File: src/rtl/id_ex_stage.sv
// ID/EX pipeline register with load-use hazard detection, branch flush and
// saturating stall/flush event counters for performance debug.
module id_ex_stage #(
    parameter int unsigned REG_W  = 4,
    parameter int unsigned DATA_W = 16,
    parameter int unsigned ALU_W  = 4,
    parameter int unsigned CNT_W  = 16
) (
    input  logic              clk,
    input  logic              rst,
    input  logic              id_valid,
    input  logic [REG_W-1:0]  id_rs,
    input  logic [REG_W-1:0]  id_rt,
    input  logic              id_uses_rt,
    input  logic [REG_W-1:0]  id_rd,
    input  logic [DATA_W-1:0] id_rs_data,
    input  logic [DATA_W-1:0] id_rt_data,
    input  logic [DATA_W-1:0] id_imm,
    input  logic              id_reg_write,
    input  logic              id_mem_read,
    input  logic              id_mem_write,
    input  logic              id_mem_to_reg,
    input  logic [ALU_W-1:0]  id_alu_op,
    input  logic              flush,
    output logic              ex_valid,
    output logic [REG_W-1:0]  ex_rs,
    output logic [REG_W-1:0]  ex_rt,
    output logic [REG_W-1:0]  ex_rd,
    output logic [DATA_W-1:0] ex_rs_data,
    output logic [DATA_W-1:0] ex_rt_data,
    output logic [DATA_W-1:0] ex_imm,
    output logic              ex_reg_write,
    output logic              ex_mem_read,
    output logic              ex_mem_write,
    output logic              ex_mem_to_reg,
    output logic [ALU_W-1:0]  ex_alu_op,
    output logic              pc_write,
    output logic              if_id_write,
    output logic [CNT_W-1:0]  stall_cnt,
    output logic [CNT_W-1:0]  flush_cnt
);

    logic hazard;
    logic rs_match;
    logic rt_match;

    always_comb begin
        rs_match = (ex_rd == id_rs);
        rt_match = id_uses_rt & (ex_rd == id_rt);
        // A load targeting r0 never produces a value worth waiting for.
        hazard   = ~rst & ex_valid & ex_mem_read & (|ex_rd) & id_valid & (rs_match | rt_match);
    end

    // A taken branch redirects fetch, so it overrides the stall.
    always_comb begin
        pc_write    = ~hazard | flush;
        if_id_write = ~hazard | flush;
    end

    always_ff @(posedge clk) begin
        if (rst || flush || hazard) begin
            ex_valid      <= 1'b0;
            ex_rs         <= '0;
            ex_rt         <= '0;
            ex_rd         <= '0;
            ex_rs_data    <= '0;
            ex_rt_data    <= '0;
            ex_imm        <= '0;
            ex_reg_write  <= 1'b0;
            ex_mem_read   <= 1'b0;
            ex_mem_write  <= 1'b0;
            ex_mem_to_reg <= 1'b0;
            ex_alu_op     <= '0;
        end else begin
            ex_valid      <= id_valid;
            ex_rs         <= id_rs;
            ex_rt         <= id_rt;
            ex_rd         <= id_rd;
            ex_rs_data    <= id_rs_data;
            ex_rt_data    <= id_rt_data;
            ex_imm        <= id_imm;
            ex_reg_write  <= id_reg_write;
            ex_mem_read   <= id_mem_read;
            ex_mem_write  <= id_mem_write;
            ex_mem_to_reg <= id_mem_to_reg;
            ex_alu_op     <= id_alu_op;
        end
    end

    always_ff @(posedge clk) begin
        if (rst) begin
            stall_cnt <= '0;
            flush_cnt <= '0;
        end else if (flush) begin
            if (flush_cnt != '1) begin
                flush_cnt <= flush_cnt + 1'b1;
            end
        end else if (hazard) begin
            if (stall_cnt != '1) begin
                stall_cnt <= stall_cnt + 1'b1;
            end
        end
    end

endmodule

File: config.mk
export PLATFORM = sky130hd
export DESIGN_NAME = id_ex_stage
export DESIGN_NICKNAME = d
export VERILOG_FILES = /design/src/rtl/id_ex_stage.sv
export SDC_FILE = /design/constraint.sdc
export NUM_CORES = 1
export LEC_CHECK = 0
export BUFFER_PORTS_ARGS = -buffer_cell sky130_fd_sc_hd__buf_2
export CORE_ASPECT_RATIO = 1.25
export CORE_MARGIN = 2
export CORE_UTILIZATION = 49
export DETAILED_ROUTE_END_ITERATION = 10
export PLACE_DENSITY = 0.84
export SYNTH_ARGS = -nofsm -noshare
export SYNTH_HDL_FRONTEND = slang
export SYNTH_SLANG_ARGS = --single-unit
File: constraint.sdc
create_clock -name clk -period 3.55 [get_ports clk]
set_input_delay 0.1775 -clock clk [delete_from_list [all_inputs] [get_ports clk]]
set_output_delay 0.1775 -clock clk [all_outputs]
set_load 0.02 [all_outputs]
# Yosys cells after proc, flatten, opt, wreduce, memory -nomap -nowiden

Cells that the tools add are included.

Register bits: 101
Output and inout bits: 103
Logic and storage cells: 36

Add/sub/neg operators: 2
Equal/unequal tests: 4
Bitwise operators: 11
Reductions and logical operators: 5

Operators by type and width:

| kind                                                             | count |
|---|---|
| 16-bit by 1-bit adder with 16-bit output (second input constant) | 2 |
| 16-bit inequality test (second input constant)                   | 2 |
| 4-bit equality test                                              | 2 |
| 1-bit bitwise AND                                                | 6 |
| 4-bit OR reduction                                               | 1 |
| 1-bit NOT                                                        | 3 |
| 3-bit AND reduction                                              | 1 |
| 1-bit logical OR                                                 | 2 |
| 1-bit bitwise OR                                                 | 2 |
| 2-bit AND reduction                                              | 1 |

# Depth between registers and ports, before layout

Gate-level depths: netlist (run 1).

Depth after elaboration: 8
Mapped depth: 7
Depth with buffers taken out: 6

# Worst setup path before layout (run 1)

Ideal clock, no wire load.

Kind: flip-flop to output port
Start point: reg ex_rd[2]
End point: out pc_write
Arrival: 1.815 ns
Path slack: 1.558 ns
Cell stages (with the launch flop): 8
Cells stage by stage: dfxtp_1 -> xor2_1 -> nor3_1 -> a31oi_1 -> buf_2 -> buf_2 -> nand2b_1 -> buf_4

Cells in the longest elaborated chain, start to end: 6
Elaborated cells between the ends (all ways): 10

Ends and longest elaborated chain:

| element                                                          | RTL line | source |
|---|---|---|
| start, declared                                                  | 28       | `output logic [REG_W-1:0] ex_rd,` |
| start signal, assigned                                           | 78       | `ex_rd <= id_rd;` |
| 4-bit equality test / 4-bit OR reduction (equally long branches) | 49, 51   |  |
| 1-bit bitwise AND (on tied branches)                             | 49, 51   |  |
| 1-bit bitwise OR / 1-bit bitwise AND (equally long branches)     | 51       | `hazard = ~rst & ex_valid & ex_mem_read & (\|ex_rd) & id_valid & (rs_match \| rt_match);` |
| 1-bit bitwise AND (*)                                            | 51       |  |
| 1-bit NOT (*)                                                    | -        |  |
| 1-bit bitwise OR (*)                                             | -        |  |
| end, declared                                                    | 37       | `output logic pc_write,` |

Mark *: on every way between the ends. The rest lies on a longest branch, timed or not.

# Final worst setup path (run 1)

Start point: reg ex_rd[1]
End point: reg ex_rt_data[2]

Cells in the longest elaborated chain, start to end: 5
Elaborated cells between the ends (all ways): 9

Ends and longest elaborated chain:

| element                                                          | RTL line | source |
|---|---|---|
| 4-bit equality test / 4-bit OR reduction (equally long branches) | 49, 51   |  |
| 1-bit bitwise AND (on tied branches)                             | 49, 51   |  |
| 1-bit bitwise OR / 1-bit bitwise AND (equally long branches)     | 51       |  |
| 1-bit bitwise AND (*)                                            | 51       |  |
| 1-bit logical OR (*)                                             | 61       | `if (rst \|\| flush \|\| hazard) begin` |
| end signal, assigned                                             | 80       | `ex_rt_data <= id_rt_data;` |
| end, declared                                                    | 30       | `output logic [DATA_W-1:0] ex_rt_data,` |

Marks and branches as above.
A chain may end at the register's enable or synchronous reset.

==> metrics.yaml, run 1 <==
status: "finished clean"
die_x_um: 81.2
portBuffers: 175
die_area_um2: 8170
swShare: 0.250
yosysWarnings: 0
cts_max_level: 3
grt_pass1_vias: 2958
tns_ns: 0
synthTopCellsByArea: "dfxtp_1 55%, and2_1 12%, xor2_1 4.3%, o31ai_1 2.5%, or4_1 2.3%"
gp_congestion: 0.859
synth_top_area_cell: "dfxtp_1"
clock-sinks: 101
cts_resized: 0
seq_area_frac_synth: 0.553
drtAntennaViolNets: 0
cap_violations: 0
synth_nets: 430
yosysTopAreaCellShare: 0.553
fin_skew_ns: 0.0149
cts_root_buf: "clkbuf_8"
worstPathRequired_ns: 3.85
std_cell_rows: 35
instances_no_fill: 628
min_delay_path_depth: 2
power_frac_comb: 0.089
synth.most_common_cell: "dfxtp_1"
wirelength_um: 8830
post_cts_buffers: 0
p_clk_frac: 0.352
num_io_pins: 176
grt_usage: 0.213
rr_worst_depth: 6
worstSkewPairLatency_ns: 0.35
p_leak_nw: 2.28
wl_per_cell_um: 14.1
switching_power_uw: 527
clkTransAtPathRegs_ns: 0.10
syn_avg_cell_area_um2: 10.3
intPower_mw: 1.58
overflow: 0
path_max_fanout: 39
worstMarginPinSlew_ns: 1.17
firstDrtPassIters: 4
antenna_found_initial: 0
period_share: 0.752
cts_buffers: 9
finalSetupViolCount: 0
syn_area_um2: 3650
first_iter_violations: 134
ir_drop_uv: 374
die_h_um: 101
critical_path.endpoint_type: "flop"
ys_ff_latch: 101
fmaxAchievable_mhz: 375
grt_pass1_wl_um: 13400
hpwl_um: 6420
cp-start-kind: "flop"
max-slew-margin-rel: 0.219
cp-startpoint: "ex_rd[1]$_SDFF_PP0_"
ys_top_cells_by_count: "101 x dfxtp_1, 70 x and2_1, 20 x nor2_1, 18 x xor2_1, 16 x a21oi_1"
initial_core_util: 0.500
clockBufferDepth: 2
grt_max_degree: 40
vias: 3203
min_from: "id_rt_data[8]"
area_growth_pct: 32.9
synth_edf_count: 0
p_per_area_nw_per_um2: 435
cts_tree: "built"
hold_violations: 0
synth_cells: 355
path_class: "flop to flop"
synthArstFlopShare: 0
dp.cells: 605
viasPerCell: 5.10
antenna_cells: 0
min_path_type: "input port to flop"
rsz0062_at_grt: "false"
power_frac_seq: 0.559
crit_arrival_ns: 2.97
drc_errors: 0
final_nets: 606
drive_gt1_frac: 0.377
synth_cell_type_count: 45
core_um2: 7310
report.final.slew_viol_count: 0
reg2reg_from: "ex_rd[1]$_SDFF_PP0_"
min_period_ns: 2.67
synth_flop_cell: "dfxtp_1"
-- power by group through the flow --
stage	Sequential [mW]	Clock (mW)	Combinational, mW
2_1_floorplan	1.25	0	0.0571
3_3_place_gp	1.20	0	0.179
3_5_place_dp	1.21	0	0.183
4_1_cts	1.18	0.757	0.185
5_1_grt	1.18	0.802	0.205
6_report	1.18	0.743	0.189
-- through the flow --
stage                     cell area, um^2  total power, mW  hold slack, ns  setup WS (ns)   util
after floorplan                      3650             1.31           0.299           1.56      -
after global placement               4580             1.38           0.376           1.06  0.626
after detailed placement             4580             1.39           0.380          0.893  0.626
after CTS                            4790             2.12        0.000302          0.857  0.656
after global routing                 4850             2.19         0.00187          0.572  0.664
final                                4850             2.11          0.0147          0.881  0.664
-- timing repair --
action / in CTS / in global routing
endpoints found under the setup margin: 0 / 0
endpoints found under the hold margin: 1 / 6
hold buffers: 1 / 6
-- metal layers --
metal | wire length (um) | track usage | up-vias
met5 | 0 | 0 | -
met4 | 101 | 0.0782 | 0
met3 | 769 | 0.0762 | 7
met2 | 4460 | 0.360 | 147
met1 | 3500 | 0.244 | 1466
li1 | - | - | 1583
-- placed cells by master (no fill, tap or decap), types with 3 or more instances in the layout --
cell type / instances
nand2_1: 10
nor2_1: 20
clkbuf_8: 9
o21ai_0: 6
nand4_1: 9
dlygate4sd3_1: 7
dfxtp_1: 101
a21oi_1: 16
or4_1: 11
o211ai_1: 3
o31ai_1: 12
o2111ai_1: 4
xor2_1: 18
and2_1: 70
and3_1: 5
and4_1: 5
inv_1: 3
nor3_1: 6
nand3_1: 8
buf_2: 175
or3_1: 4
-- cell families after synthesis --
kind of cell / after synthesis / synth area share
simple gates: 161 / 0.270
flops: 101 / 0.553
compound gates: 48 / 0.0877
buf+inv: 21 / 0.0284
xor+xnor: 20 / 0.0479
mux: 2 / 0.00582
fa+ha+maj: 2 / 0.00685
-- layout make-up --
class / count / area (um^2)
clock buffer: 9 / 124
clock inverter: 7 / 81.3
fill: 584 / 2460
inverter: 3 / 11.3
multi-input combinational: 233 / 1540
sequential: 101 / 2020
tap: 92 / 115
timing repair buffer: 183 / 966
-- critical path: stages (launching register included) --
cell and delay [ns]:
dfxtp_1 0.41, xor2_1 0.22, nor4_2 0.09, a31oi_2 0.91, o31a_2 0.59, buf_12 0.23
and2_1 0.15
-- path summary, 6_finish.rpt --
| path | slack, ns | end |
|---|---|---|
| worst max-delay path | 0.88 | ex_rt_data[2]$_SDFF_PP0_ |
| worst min-delay path | 0.01 | ex_rt_data[8]$_SDFF_PP0_ |
| worst max register to register | 0.88 | ex_rt_data[2]$_SDFF_PP0_ |
| worst min register to register | 0.53 | stall_cnt[10]$_SDFFE_PP0P_ |
(Power assumes the default switching activity.)
==> inputs of run 2 (changes only) <==
Settings changed: CORE_UTILIZATION 49 to 46, PLACE_DENSITY 0.84 to 0.8.
Clock period 3.55 ns to 2.7 ns, I/O delays scaled along.
==> run 2 against run 1 <==
Effect of this change: non-clock buffer count up 57; sequential share of layout area fell by 4.3 points; highest routed layer unchanged; hold slack better by 0.0039 ns; largest power group unchanged; final cell count grew 9.6%; critical path type is now input port to flop; setup slack worse by 0.56 ns; power up 33%.
==> metrics.yaml, run 2 (synthesized netlist as in run 1, its figures left out) <==
path_class: "input port to flop"  # was flop to flop
reg2reg_from: "ex_rd[2]$_SDFF_PP0_"  # was ex_rd[1]$_SDFF_PP0_
hpwl_um: 6730  # was 6420 um
grtUsageMet2: 0.464  # was 0.360
endpoint: "ex_rs_data[8]$_SDFF_PP0_"  # was ex_rt_data[2]$_SDFF_PP0_
first_iter_violations: 141  # was 134
instances_no_fill: 688  # was 628
grt_usage: 0.257  # was 0.213
worstPathRequired_ns: 2.95  # was 3.85 ns
post_cts_buffers: 0  # unchanged
firstDrtPassIters: 4  # unchanged
gp_congestion: 0.836  # was 0.859
cts_tree: "built"  # unchanged
intPower_mw: 2.12  # was 1.58 mW
worstMarginPinSlew_ns: 1.05  # was 1.17 ns
ir_drop_uv: 502  # was 374 uV
multi_input_area_um2: 1550  # was 1540 um^2
num_io_pins: 176  # unchanged
met1_usage: 0.276  # was 0.244
max-slew-margin-rel: 0.291  # was 0.219
rr_worst_depth: 5  # was 6
vias: 3498  # was 3203
portBuffers: 175  # unchanged
worstSkewPairLatency_ns: 0.36  # was 0.35 ns
dp.cells: 610  # was 605
antenna_cells: 0  # unchanged
period_share: 0.880
cts_buffers: 9  # unchanged
power_frac_comb: 0.117  # was 0.089
min_period_ns: 2.38
cp-startpoint: "id_rt[2]"  # was ex_rd[1]$_SDFF_PP0_
die_x_um: 83.7  # was 81.2 um
core_um2: 7750  # was 7310 um^2
path_max_fanout: 69  # was 39
fin_skew_ns: 0.00663  # was 0.0149 ns
power_frac_seq: 0.552  # was 0.559
drtAntennaViolNets: 0  # unchanged
final_nets: 663  # was 606
drive_gt1_frac: 0.342  # was 0.377
final_common_cell: "buf_2"  # unchanged
hold_violations: 0  # unchanged
p_per_area_nw_per_um2: 520  # was 435 nW/um^2
switching_power_uw: 694  # was 527 uW
worstReg2RegEnd: "ex_rs_data[8]$_SDFF_PP0_"  # was ex_rt_data[2]$_SDFF_PP0_
antenna_found_initial: 0  # unchanged
fmaxAchievable_mhz: 421
clockBufferDepth: 2  # unchanged
grt_pass1_wl_um: 17800  # was 13400 um
clkTransAtPathRegs_ns: 0.09  # was 0.10 ns
use_met3: 0.0669  # was 0.0762
cts_max_level: 3  # unchanged
report.final.slew_viol_count: 0  # unchanged
min_path_type: "input port to flop"  # unchanged
grt.busiest_layer: "met2"  # unchanged
clock-sinks: 101  # unchanged
std_cell_rows: 36  # was 35
die_h_um: 104  # was 101 um
n_fill_cell: 571  # was 584
grt_pass1_vias: 3672  # was 2958
dpl_cell_area_um2: 4590  # was 4580 um^2
drc_errors: 0  # unchanged
wl_per_cell_um: 16.2  # was 14.1 um
initial_core_util: 0.472  # was 0.500
cp-start-kind: "input port"  # was flop
area_growth_pct: 48.2  # was 32.9%
overflow: 0  # unchanged
viasPerCell: 5.08  # was 5.10
crit_arrival_ns: 2.62  # was 2.97 ns
status: "finished clean"  # unchanged
swShare: 0.246  # was 0.250
layout_common_cells: "175 x buf_2, 101 x dfxtp_1, 70 x and2_1"  # unchanged
die_area_um2: 8680  # was 8170 um^2
rsz0062_at_grt: "false"  # unchanged
cap_violations: 0  # unchanged
p_clk_frac: 0.331  # was 0.352
wirelength_um: 11200  # was 8830 um
design_area_um2: 5410  # was 4850 um^2
critical_path.endpoint_type: "flop"  # unchanged
reg2reg_setup_slack_ns: 0.38  # was 0.88 ns
grt_max_degree: 70  # was 40
finalSetupViolCount: 0  # unchanged
fin_util: 0.699  # was 0.664
cts_root_buf: "clkbuf_8"  # unchanged
p_leak_nw: 2.52  # was 2.28 nW
seq_area_um2: 2020  # unchanged
## run 2: cell count changes in the layout (fill, tap and decap cells not counted), sizes merged
cell	delta
dlygate4sd3	+55
buf	+2
inv	-2
clkinv	+1
clkbuf	+1
## run 2: power by group through the flow
stage               Clock (mW)  Combinational [mW]  Sequential (mW)
finish                   0.933               0.329             1.55
floorplan                    0              0.0751             1.64
detailed placement           0               0.242             1.59
global placement             0               0.238             1.58
CTS                      0.946               0.313             1.55
global route              1.00               0.350             1.56
## run 2: area by class of cell
type,count,share of cell area
clock buffer,10,0.0236
clock inverter,6,0.0118
inverter,3,0.00208
multi-input combinational,233,0.287
sequential,101,0.373
tap,95,0.0220
timing repair buffer,240,0.281
## run 2: routing by layer
layer | up-vias | share of wire
met4 | 0 | 0.027
met5 | - | 0
met1 | 1634 | 0.38
met2 | 140 | 0.52
li1 | 1698 | -
met3 | 26 | 0.070
## run 2: how the worst min path moves through the flow
stage                                     to          start  cells after the start
detailed placement  ex_rs_data[7]$_SDFF_PP0_  id_rs_data[7]                      2
finish                   ex_rt[0]$_SDFF_PP0_       id_rt[0]                      2
CTS                      ex_rt[0]$_SDFF_PP0_       id_rt[0]                      2
global placement     ex_alu_op[2]$_SDFF_PP0_   id_alu_op[2]                      2
floorplan            ex_alu_op[0]$_SDFF_PP0_   id_alu_op[0]                      1
global route             ex_rt[1]$_SDFF_PP0_       id_rt[1]                      2
## run 2: critical path, stage by stage
cell and delay (ns):
dlygate4sd3_1 0.55, buf_2 0.14, xor2_1 0.13, nor3_1 0.38, a31oi_4 0.36, o31a_4 0.65
and2_1 0.26
## run 2: stage by stage
stage	TNS (ns)	power (mW)	setup WS [ns]	hold slack (ns)
3_3_place_gp	-0.524	1.82	-0.0132	0.334
6_report	0	2.82	0.325	0.0186
4_1_cts	0	2.81	0.165	0.00126
2_1_floorplan	0	1.72	0.747	0.257
5_1_grt	0	2.91	0.219	0.00931
3_5_place_dp	-7.63	1.83	-0.135	0.337
## run 2: repair_timing
item | 4_1_cts | 5_1_grt
endpoints found under the hold margin | 62 | 0
hold buffers | 62 | 0
pin swaps | 0 | 0
resized for setup | 1 | 1
setup endpoints to repair | 69 | 69
cloned | 0 | 0
